==> src/rtl/fact_pkg.sv <==
// Shared definitions for the factor-selection input block: game-state codes,
// the selection FSM state type and the default top selection code.
package fact_pkg;

   localparam logic [3:0] ST_READY = 4'b0010;
   localparam logic [3:0] ST_INPUT = 4'b0100;
   localparam int         DIN_MAX  = 9;

   typedef enum logic [1:0] {
      IDLE = 2'd0,
      SEL  = 2'd1,
      CMT  = 2'd2,
      REL  = 2'd3
   } fsm_t;

endpackage

==> src/rtl/btn_debounce.sv <==
// Active-low push-button conditioner: 2-FF synchroniser followed by a
// stability counter; emits the clean pressed level and a one-cycle press pulse.
module btn_debounce #(
   parameter int DEB_CYCLES = 50000
) (
   input  logic clk,
   input  logic rst_n,
   input  logic btn_n,
   output logic level,
   output logic press
);

   localparam int CW = (DEB_CYCLES > 1) ? $clog2(DEB_CYCLES) : 1;

   logic          sync1, sync2;
   logic [CW-1:0] cnt;
   logic          sample;

   // Synchroniser resets to the released (high) level.
   always_ff @(posedge clk or negedge rst_n) begin
      if (!rst_n) begin
         sync1 <= 1'b1;
         sync2 <= 1'b1;
      end else begin
         sync1 <= btn_n;
         sync2 <= sync1;
      end
   end

   assign sample = ~sync2;

   // The DEB_CYCLES-th consecutive differing sample commits the new level.
   always_ff @(posedge clk or negedge rst_n) begin
      if (!rst_n) begin
         cnt   <= '0;
         level <= 1'b0;
         press <= 1'b0;
      end else if (sample != level) begin
         if (cnt == CW'(DEB_CYCLES - 1)) begin
            cnt   <= '0;
            level <= sample;
            press <= sample;
         end else begin
            cnt   <= cnt + 1'b1;
            press <= 1'b0;
         end
      end else begin
         cnt   <= '0;
         press <= 1'b0;
      end
   end

endmodule

==> src/rtl/factor_sel_input.sv <==
// Player-side selection of the 4-bit DIN code with commit handshake to the game FSM.
// Optional auto-repeat on held up/down buttons is enabled by FACT_AUTOREPEAT_EN.
module factor_sel_input #(
   parameter int         DEB_CYCLES = 50000,
   parameter int         DIN_MAX    = fact_pkg::DIN_MAX,
   parameter logic [3:0] ST_INPUT   = fact_pkg::ST_INPUT,
   parameter int         REPEAT_DLY = 25000000,
   parameter int         REPEAT_PER = 10000000
) (
   input  logic       CLK,
   input  logic       nRST,
   input  logic [3:0] STATE,
   input  logic       nBTN_UP,
   input  logic       nBTN_DN,
   input  logic       nBTN_OK,
   input  logic       CMT_ACK,
   output logic [3:0] DIN,
   output logic       CMT_REQ,
   output logic [3:0] CMT_DIN,
   output logic       BUSY
);

   import fact_pkg::*;

   fsm_t       st, st_n;
   logic [3:0] din_n, cdin_n, din_inc, din_dec;
   logic       req_n;
   logic       up_lvl, up_p, dn_lvl, dn_p, ok_lvl, ok_p;
   logic       up_step, dn_step;

   btn_debounce #(.DEB_CYCLES(DEB_CYCLES)) u_deb_up (
      .clk(CLK), .rst_n(nRST), .btn_n(nBTN_UP), .level(up_lvl), .press(up_p));
   btn_debounce #(.DEB_CYCLES(DEB_CYCLES)) u_deb_dn (
      .clk(CLK), .rst_n(nRST), .btn_n(nBTN_DN), .level(dn_lvl), .press(dn_p));
   btn_debounce #(.DEB_CYCLES(DEB_CYCLES)) u_deb_ok (
      .clk(CLK), .rst_n(nRST), .btn_n(nBTN_OK), .level(ok_lvl), .press(ok_p));

`ifdef FACT_AUTOREPEAT_EN
   localparam int RW = $clog2(REPEAT_DLY + 1);

   logic [1:0][RW-1:0] hold_cnt;
   logic [1:0]         rep, held;

   assign held = {dn_lvl, up_lvl};

   always_comb begin
      rep = '0;
      for (int i = 0; i < 2; i++)
         rep[i] = (st == SEL) && held[i] && (hold_cnt[i] == RW'(REPEAT_DLY));
   end

   // After the first repeat the counter restarts so the next one lands REPEAT_PER later.
   always_ff @(posedge CLK or negedge nRST) begin
      if (!nRST) begin
         hold_cnt <= '0;
      end else begin
         for (int i = 0; i < 2; i++) begin
            if (st != SEL || !held[i])
               hold_cnt[i] <= '0;
            else if (rep[i])
               hold_cnt[i] <= RW'(REPEAT_DLY - REPEAT_PER + 1);
            else
               hold_cnt[i] <= hold_cnt[i] + 1'b1;
         end
      end
   end

   assign up_step = up_p | rep[0];
   assign dn_step = dn_p | rep[1];
`else
   localparam int unused_rep = REPEAT_DLY + REPEAT_PER;
   logic unused_lvl;
   assign unused_lvl = up_lvl ^ dn_lvl;

   assign up_step = up_p;
   assign dn_step = dn_p;
`endif

   assign din_inc = (DIN == 4'(DIN_MAX)) ? 4'd0 : DIN + 4'd1;
   assign din_dec = (DIN == 4'd0) ? 4'(DIN_MAX) : DIN - 4'd1;

   always_comb begin
      st_n   = st;
      din_n  = DIN;
      req_n  = CMT_REQ;
      cdin_n = CMT_DIN;
      if (STATE != ST_INPUT) begin
         st_n  = IDLE;
         req_n = 1'b0;
      end else begin
         case (st)
            IDLE: st_n = SEL;
            SEL: begin
               // OK has priority; simultaneous up+down cancel out.
               if (ok_p) begin
                  cdin_n = DIN;
                  req_n  = 1'b1;
                  st_n   = CMT;
               end else if (up_step && !dn_step) begin
                  din_n = din_inc;
               end else if (dn_step && !up_step) begin
                  din_n = din_dec;
               end
            end
            CMT: begin
               if (CMT_ACK) begin
                  req_n = 1'b0;
                  din_n = 4'd0;
                  st_n  = REL;
               end
            end
            REL: if (!ok_lvl) st_n = SEL;
            default: st_n = IDLE;
         endcase
      end
   end

   always_ff @(posedge CLK or negedge nRST) begin
      if (!nRST) begin
         st      <= IDLE;
         DIN     <= 4'd0;
         CMT_REQ <= 1'b0;
         CMT_DIN <= 4'd0;
      end else begin
         st      <= st_n;
         DIN     <= din_n;
         CMT_REQ <= req_n;
         CMT_DIN <= cdin_n;
      end
   end

   assign BUSY = (st == CMT) || (st == REL);

endmodule

==> config.mk <==
export PLATFORM = sky130hd
export DESIGN_NAME = factor_sel_input
export DESIGN_NICKNAME = d
export VERILOG_FILES = /design/src/rtl/fact_pkg.sv /design/src/rtl/btn_debounce.sv /design/src/rtl/factor_sel_input.sv
export SDC_FILE = /design/constraint.sdc
export NUM_CORES = 1
export LEC_CHECK = 0
export ABC_AREA = 1
export BUFFER_PORTS_ARGS = -buffer_cell sky130_fd_sc_hd__buf_2
export CORE_MARGIN = 4
export CORE_UTILIZATION = 40
export CTS_CLUSTER_DIAMETER = 100
export DETAILED_ROUTE_END_ITERATION = 8
export PLACE_DENSITY_LB_ADDON = 0.08
export SYNTH_ARGS = -nofsm -noshare
export SYNTH_HDL_FRONTEND = slang
export SYNTH_SLANG_ARGS = --single-unit
export TNS_END_PERCENT = 100
==> constraint.sdc <==
create_clock -name CLK -period 3.42 [get_ports CLK]
set_clock_uncertainty 0.2 [all_clocks]
set_input_delay 0.684 -clock CLK [delete_from_list [all_inputs] [get_ports CLK]]
set_output_delay 0.684 -clock CLK [all_outputs]
set_load 0.005 [all_outputs]
# Yosys cells after proc, flatten, opt, wreduce, memory -nomap -nowiden
# Cells that the tools add are included.
[word_totals]
regBits = 71
input_bits = 10
out_inout_bits = 10
[classes]
add_sub_neg = 5
eq_ne = 17
n_mux = 28
bitwise = 4
reduce_logical = 16
[op_table]
columns = ["op", "n"]
rows = [
  ["16-bit 2-to-1 mux", 6],
  ["16-bit by 1-bit adder with 16-bit output (second input constant)", 3],
  ["16-bit == test (second input constant)", 3],
  ["4-bit 2-to-1 mux", 6],
  ["1-bit 2-to-1 mux", 9],
  ["3-bit != test (second input constant)", 3],
  ["3-bit AND reduction", 3],
  ["2-bit 2-to-1 mux", 4],
  ["2-bit one-hot mux with 4 select lines", 1],
  ["4-bit one-hot mux with 2 select lines", 1],
  ["2-bit AND reduction", 3],
  ["5-bit AND reduction", 1],
  ["4-bit by 1-bit adder with 4-bit output (second input constant)", 1],
  ["2-bit == test (second input constant)", 2],
  ["4-bit == test (second input constant)", 1],
  ["4-bit logical NOT", 1],
  ["2-bit != test (second input constant)", 2],
  ["4-bit by 3-bit != test with 1-bit output (second input constant)", 1],
  ["1-bit NOT", 4],
  ["4-bit by 1-bit subtractor with 4-bit output (second input constant)", 1],
  ["1-bit != test", 3],
  ["3-bit by 2-bit != test with 1-bit output (second input constant)", 1],
  ["3-bit nonzero test", 1],
  ["2-bit by 1-bit == test with 1-bit output (second input constant)", 1],
  ["other kinds (6)", 8],
]

# Depth between registers and ports, before layout
# Gate-level depths: netlist of the first run.
[logic_depth]
word_depth = 6
ltp_mapped = 9
mapped_depth_nobuf = 9

# Modules after synthesis
# Synthesis of the first run repeated with hierarchy kept, for this count alone.
[unflattened]
cells_unflattened = 483
hier_area_um2 = 3922.5
[by_module_without_submodules]
columns = ["mod", "instances", "cells_per_inst", "area_per_inst_um2", "seq_area_each_um2"]
rows = [
  ["btn_debounce", 3, 127, 1052.3, 503.0],
  ["factor_sel_input", 1, 102, 765.7, 275.3],
]

# Least setup slack after synthesis of the first run
# Ideal clock, no wire load.
[synth_path]
kind = "register to output"
startpoint = "reg st[0]"
endpoint = "out BUSY"
arrival_ps = 951
required_ps = 2536
slack_ps = 1585
path_stages_with_launch = 4
path_buffers = 0
path_cell_list = "dfrtp_1 inv_1 ha_1 or2_2"
[synth_between]
elab_chain_len = 2
[synth_rtl]
columns = ["item", "line", "source"]
rows = [
  ["start, declared", "factor_sel_input.sv:25", "fsm_t st, st_n;"],
  ["start signal, assigned", "factor_sel_input.sv:125", "st <= st_n;"],
  ["2-bit == test", "factor_sel_input.sv:132", "assign BUSY = (st == CMT) || (st == REL);"],
  ["1-bit logical OR (*)", "factor_sel_input.sv:132", ""],
  ["end, declared", "factor_sel_input.sv:20", "output logic BUSY"],
]
# Every way passes the cells marked *; elsewhere a longest branch is shown, timed or not.

# Worst setup path in the final report of the first run
# Same ends and word-level chain as after synthesis.

==> summary.txt, run 1 <==
Clock network
  – CTS clk-pin slew, worst paths: 0.07 ns
  – Hold-fix buffers, CTS: 0
  – Number of buffers created by CTS: 9
  – CTS H-tree lvls: 3
  – CTS tree: built
  – CTS Sinks: 71
  – Post-CTS setup buffer count: 0
  – Longest Clk Path Bufs: 2
  – Clk_lat worst skew: 0.34 ns
  – Post_cts resized: 0
  – Root Buffer: clkbuf_8

Pwr
  – Net switching power: 0.000363 W
  – Power per cell area: 384 nW/µm²
  – Max IR drop VDD: 0.196 mV
  – Clock Power Share: 45.1%
  – Internal power: 0.00132 W
  – Combinational power share: 3.5%
  – Static leakage: 2.12 nW
  – Switching Share: 21.6%
  – Part of the power in registers: 51.4%

Worst setup path
  – R2r startpoint: u_deb_up.sync2$_DFF_PN1_
  – Kind of cell adding the most delay to the critical path: flip-flops
  – Worst setup EP type: output pin
  – Req. time, crit path: 2.54 ns
  – CP max stage cell: dfrtp_1
  – CP max stage delay: 0.40 ns
  – Crit path cell chain: inv_1 -> ha_1 -> or2_2 -> buf_2
  – R2r setup slk: 1.66 ns
  – Worst Setup Path Type: reg -> out
  – Critical path buffers and inverters: 2
  – Crit path DAT: 1.48 ns
  – RR Endpoint: u_deb_up.cnt[14]$_DFF_PN0_
  – Worst Path Max Fanout: 5
  – Worst setup SP type: flop
  – R2R depth: 4

Placed design
  – Gpl congestion: 0.874
  – Hpwl dp: 5730 µm
  – Worst slack at placement: 1.41 ns
  – Input/output buffers: 19

Synth
  – Yosys reg bits: 71
  – Number of enable flip-flop cells after synthesis: 0
  – Top cells by count, synth: 117 x nand2_1, 100 x nor2_1, 65 x dfrtp_1
  – Count leader, synth: nand2_1
  – Avg Cell Area, Syn: 7.68 µm²
  – Syn. warnings: 0
  – Unique masters post-synth: 32
  – Share of flip-flops with an asynchronous set or reset: 100%
  – Ys flop type: dfrtp_1
  – Synth top area share: 41.7%
  – Post-Syn Area: 3900 µm²
  – Synth top area cells: dfrtp_1 42%, nand2_1 11%, nor2_1 9.6%
  – Largest area contributor in the netlist: dfrtp_1
  – Cells after synthesis: 508
  – Synthesized net count: 528
  – Post-synthesis sequential area ratio: 45.7%

Detailed routing
  – WL per Instance: 11.6 µm
  – DR vias: 3218
  – Iter 0 DRT Violations: 122
  – Post-DRT Antenna Nets: 0
  – Post-Route WL: 7770 µm
  – Vias per cell: 4.80
  – DRC: 0
  – Pre-Repair DR Iteration Count: 4

GRT
  – Largest net degree at the start of global routing: 72
  – Vias in the first global route: 3039
  – Met1 GRT Util: 21.2%
  – Met2 Use GR: 23.3%
  – GRT overflow: 0
  – Overall Global Routing Usage: 15.0%
  – GR peak layer: met2
  – First-pass GRT wire length: 13900 µm
  – Met3 usage: 2.29%
  – Antenna violations before repair: 0

STA
  – Setup TNS: 0 ns
  – Slew @ Worst Pin: 0.890 ns
  – RSZ-0062 raised after global routing: no
  – Fmax: 0.424 GHz
  – Final hold viol count: 0
  – Fin crit period: 2.36 ns
  – Max-slew violations: 0
  – Final setup fails: 0
  – Post-route worst setup slack: 1.06 ns
  – Fin crit share: 69.0%
  – Slew headroom: 40.7%

Run
  – Max Cap Viol: 0

Layout
  – Final core utilization: 46.8%
  – Area grow syn2layout: 12.3%
  – Final nets: 558
  – Share of layout cells above drive strength 1: 12.4%
  – Ant. Diodes: 0

Floorplan
  – Die width: 107 µm
  – Die area: 11400 µm²
  – FP Rows: 35
  – Die Y: 107 µm
  – I/O Pins: 20
  – Initial Util: 41.7%
  – Core box area: 9370 µm²

Hold path
  – Hold endpoint: u_deb_up.sync2$_DFF_PN1_
  – Min-delay src: u_deb_up.sync1$_DFF_PN1_
  – HP Class: reg -> reg
  – Min-Delay Path Depth: 0

Status
  – Status: finished, final reports clean
==> worst max-delay path by stage <==
stage	startpoint	endpoint	cells after the start
finish	st[0]$_DFFE_PN0P_	BUSY	4
global route	st[0]$_DFFE_PN0P_	BUSY	4
CTS	st[0]$_DFFE_PN0P_	BUSY	4
detailed placement	st[0]$_DFFE_PN0P_	BUSY	4
global placement	st[0]$_DFFE_PN0P_	BUSY	4
floorplan	st[0]$_DFFE_PN0P_	BUSY	3
==> through the flow <==
step	instances	instance area [µm²]	hold WS (ns)	total power, W
6_report	671	4390	0.160	0.00168
5_1_grt	671	4390	0.160	0.00176
3_3_place_gp	656	4160	0.148	0.000942
3_5_place_dp	656	4160	0.148	0.000944
4_1_cts	671	4390	0.159	0.00172
2_1_floorplan	508	3900	0.145	0.000910
==> area by class of cell <==
cell class | instances | area (µm²)
clock inverter | 3 | 67.6
fill | 996 | 4990
tap | 129 | 161
multi-input combinational | 370 | 1870
timing repair buffer | 19 | 97.6
clock buffer | 12 | 155
sequential | 71 | 1780
inverter | 67 | 251
==> sequential cells by signal, indices dropped and copies added, names as in the netlist, 2 cells and up <==
signal,cells
DIN,4
u_deb_ok.cnt,16
st,2
u_deb_up.cnt,16
u_deb_dn.cnt,16
CMT_DIN,4
==> cell families after synthesis <==
| family | synth area share, % |
|---|---|
| flops | 45.7 |
| fa+ha+maj | 3.21 |
| compound gates | 5.00 |
| xor+xnor | 3.53 |
| simple gates | 36.1 |
| buf+inv | 6.44 |
==> power groups by stage <==
stage	combinational [W]	sequential (W)	clock [W]
2_1_floorplan	0.0000294	0.000880	0
3_3_place_gp	0.0000606	0.000882	0
3_5_place_dp	0.0000610	0.000883	0
4_1_cts	0.0000612	0.000866	0.000789
5_1_grt	0.0000691	0.000868	0.000823
6_report	0.0000584	0.000866	0.000759
==> layer usage <==
metal  up-vias  share of wire [%]  wire length (µm)
met5         -                  0                 0
met2        55                 44              3460
li1       1666                  -                 -
met3        13                3.2               245
met1      1484                 51              3950
met4         0                1.5               120
==> worst register-to-register path, cell delays in order, from the launching register on <==
cell and delay [ns]:
dfstp_2 0.55, xor2_1 0.56, inv_1 0.09, nand2_1 0.19, a21oi_1 0.07
==> placed cells by master (no fill, tap or decap), types with 3 or more instances in the layout <==
cell        n
ha_1       10
a21oi_1    10
nand3_1    47
nor2_1    100
nor2_4      3
inv_2       4
clkbuf_8   11
dfrtp_1    65
o21ai_0    12
o21a_1      4
dfstp_2     6
o21ai_1     5
nor3_4      3
buf_2      18
nor3_1     13
inv_1      63
xor2_1     11
nand2_2     5
nand4_1    10
nand2_1   117
nor2_2      4
No activity file was read; power rests on OpenSTA's default activity.
==> run 2: changes to the inputs <==
- ABC_AREA: 1 -> 0
- clock period: 3.42 -> 2.4 ns (I/O delays scaled with it)
==> run 2 against run 1 <==
Compared with the run above: core utilization increased by 0.15 points; largest power group unchanged; worst setup slack got worse by 0.78 ns; clock-buffer cell count unchanged; via count decreased by 23%; sequential power increased by 43%; design area decreased by 10%; total power increased by 34%; critical endpoint unchanged; die area decreased by 9.4%; sequential share of layout area increased by 4.7 points.
==> summary.txt, run 2 <==
STA
  – Slew @ Worst Pin: 0.501 ns (-0.389 ns)
  – Final hold viol count: 0 (unchanged)
  – Slew headroom: 66.5% (+26 points)
  – Post-route worst setup slack: 0.279 ns (-0.780 ns)
  – Fin crit share: 88.4%
  – Final setup fails: 0 (unchanged)
  – Fmax: 0.472 GHz
  – RSZ-0062 raised after global routing: no
  – Fin crit period: 2.12 ns
  – Setup TNS: 0 ns (unchanged)
  – Max-slew violations: 0 (unchanged)

Clock network
  – Root Buffer: clkbuf_8
  – CTS tree: built
  – CTS clk-pin slew, worst paths: 0.07 ns (about the same)
  – Clk_lat worst skew: 0.33 ns (about the same)
  – CTS Sinks: 71 (unchanged)
  – Post_cts resized: 0 (unchanged)
  – Longest Clk Path Bufs: 2 (unchanged)
  – CTS H-tree lvls: 3 (unchanged)
  – Hold-fix buffers, CTS: 1 (+1)
  – Post-CTS setup buffer count: 0 (unchanged)
  – Number of buffers created by CTS: 9 (unchanged)

GRT
  – First-pass GRT wire length: 11100 µm (-20%)
  – Antenna violations before repair: 0 (unchanged)
  – Met3 usage: 2.96% (+0.67 points)
  – GRT overflow: 0 (unchanged)
  – Met1 GRT Util: 19.4% (-1.8 points)
  – Largest net degree at the start of global routing: 51 (-29%)
  – Met2 Use GR: 20.0% (-3.4 points)
  – Vias in the first global route: 2398 (-21%)
  – GR peak layer: met2
  – Overall Global Routing Usage: 13.6% (-1.4 points)

Layout
  – Final core utilization: 46.9% (+0.15 points)
  – Final nets: 398 (-29%)
  – Most common cell after layout, fill and taps aside: dfrtp_1
  – Largest registers: u_deb_dn.cnt: 16 flops, u_deb_ok.cnt: 16 flops, u_deb_up.cnt: 16 flops
  – Fin cells: 488 (-27%)
  – Ant. Diodes: 0 (unchanged)
  – Final instance area: 3940 µm² (-10%)
  – Most frequent cells in the layout: 65 x dfrtp_1, 50 x nor2_1, 37 x xnor2_1
  – Area grow syn2layout: 12.2%
  – Share of layout cells above drive strength 1: 16.4% (+4.1 points)

Detailed routing
  – WL per Instance: 13.1 µm (+13%)
  – Iter 0 DRT Violations: 91 (-25%)
  – Pre-Repair DR Iteration Count: 5 (+1)
  – DRC: 0 (unchanged)
  – Post-DRT Antenna Nets: 0 (unchanged)
  – Vias per cell: 5.09 (+6.2%)
  – DR vias: 2486 (-23%)
  – Post-Route WL: 6380 µm (-18%)

Synth
  – Post-synthesis sequential area ratio: 50.9% (+5.2 points)
  – Share of flip-flops with an asynchronous set or reset: 100% (unchanged)
  – Synthesized net count: 369 (-30%)
  – Cells after synthesis: 349 (-31%)
  – Top cells by count, synth: 65 x dfrtp_1, 50 x nor2_1, 37 x xnor2_1
  – Ys flop type: dfrtp_1
  – Count leader, synth: dfrtp_1
  – Avg Cell Area, Syn: 10.1 µm² (+31%)
  – Synth top area cells: dfrtp_1 46%, xnor2_1 9.2%, nor2_1 5.3%
  – Syn. warnings: 0 (unchanged)
  – Post-Syn Area: 3510 µm² (-10%)
  – Yosys reg bits: 71 (unchanged)
  – Largest area contributor in the netlist: dfrtp_1
  – Number of enable flip-flop cells after synthesis: 0 (unchanged)
  – Synth top area share: 46.4% (+4.7 points)
  – Unique masters post-synth: 42 (+31%)

Worst setup path
  – Worst Path Max Fanout: 5 (unchanged)
  – Worst Setup Path Type: reg -> out
  – R2r setup slk: 0.38 ns (-1.28 ns)
  – Req. time, crit path: 1.72 ns (-0.82 ns)
  – Crit path DAT: 1.44 ns (-0.04 ns)
  – Worst setup EP type: output pin
  – Worst setup SP type: flop

Placed design
  – Post-DP Area: 3730 µm² (-10%)
  – Gpl congestion: 0.772 (-12%)
  – Worst slack at placement: 0.324 ns (-1.09 ns)
  – Hpwl dp: 4370 µm (-24%)
  – Input/output buffers: 19 (unchanged)
  – Placed insts: 471 (-28%)

Hold path
  – HP Class: in -> reg

Floorplan
  – Die width: 102 µm (-4.8%)
  – Initial Util: 41.9% (+0.20 points)
  – FP Rows: 33 (-5.7%)
  – Die area: 10300 µm² (-9.4%)
  – I/O Pins: 20 (unchanged)
  – Die Y: 102 µm (-4.8%)
  – Core box area: 8380 µm² (-11%)

Run
  – Max Cap Viol: 0 (unchanged)

Status
  – Status: finished, final reports clean

Pwr
  – Power per cell area: 572 nW/µm² (+49%)
  – Max IR drop VDD: 0.302 mV (+54%)
  – Static leakage: 1.59 nW (-25%)
run 2: cell types whose count changed after synthesis, moves of 6 or more:
cell	before	now
nor2_2	4	10
xnor2_1	1	37
nand3_1	47	17
nor4_1	0	10
inv_1	63	14
a31oi_1	0	6
nand2_1	117	25
nor2_1	100	50
run 2: logic make-up (layout without fill, tap and decap cells):
group	after synthesis	after routing	synth area share, %
flops	71	71	50.9
simple gates	173	173	26.1
fa+ha+maj	10	10	3.57
mux	4	4	1.28
buf+inv	19	53	2.57
compound gates	29	29	4.92
xor+xnor	43	43	10.7
run 2: where the power goes:
| part | leakage (nW) | total (W) | internal (W) | switching (W) |
|---|---|---|---|---|
| logic | 0.531 | 0.0000835 | 0.0000301 | 0.0000534 |
| clock network | 0.100 | 0.000932 | 0.000505 | 0.000427 |
| registers | 0.964 | 0.00124 | 0.00122 | 0.0000171 |
run 2: final timing paths:
kind                                            from                         end  cells after the start
max reg2reg                u_deb_up.cnt[0]$_DFF_PN0_   u_deb_up.cnt[2]$_DFF_PN0_                      5
max in group asynchronous                       nRST    u_deb_up.sync2$_DFF_PN1_                      3
min reg2reg                 u_deb_dn.sync1$_DFF_PN1_    u_deb_dn.sync2$_DFF_PN1_                      0
min                                          nBTN_OK    u_deb_ok.sync1$_DFF_PN1_                      1
max                                st[0]$_DFFE_PN0P_                        BUSY                      4
min in group asynchronous                       nRST  u_deb_ok.cnt[14]$_DFF_PN0_                      2
run 2: through the flow:
| step | power (W) | hold WS (ns) |
|---|---|---|
| floorplan | 0.00130 | -0.0156 |
| global placement | 0.00134 | 0.147 |
| detailed placement | 0.00134 | 0.147 |
| CTS | 0.00230 | 0.0213 |
| global route | 0.00236 | 0.0144 |
| finish | 0.00225 | 0.0444 |
run 2: metal layers:
metal	vias up	wire [µm]
met3	10	184
met5	-	0
met2	32	2730
li1	1267	-
met1	1177	3370
met4	0	102
run 2: critical path: stages, from the launching register on:
cell and delay (ns):
dfrtp_1 0.38, inv_1 0.07, ha_1 0.24, or2_2 0.30
buf_2 0.13
run 2: area by class of cell:
class,count,area (µm²)
tap,105,131
clock inverter,4,45.0
fill,812,4450
clock buffer,12,145
multi-input combinational,259,1630
inverter,14,52.6
timing repair buffer,23,143
sequential,71,1780
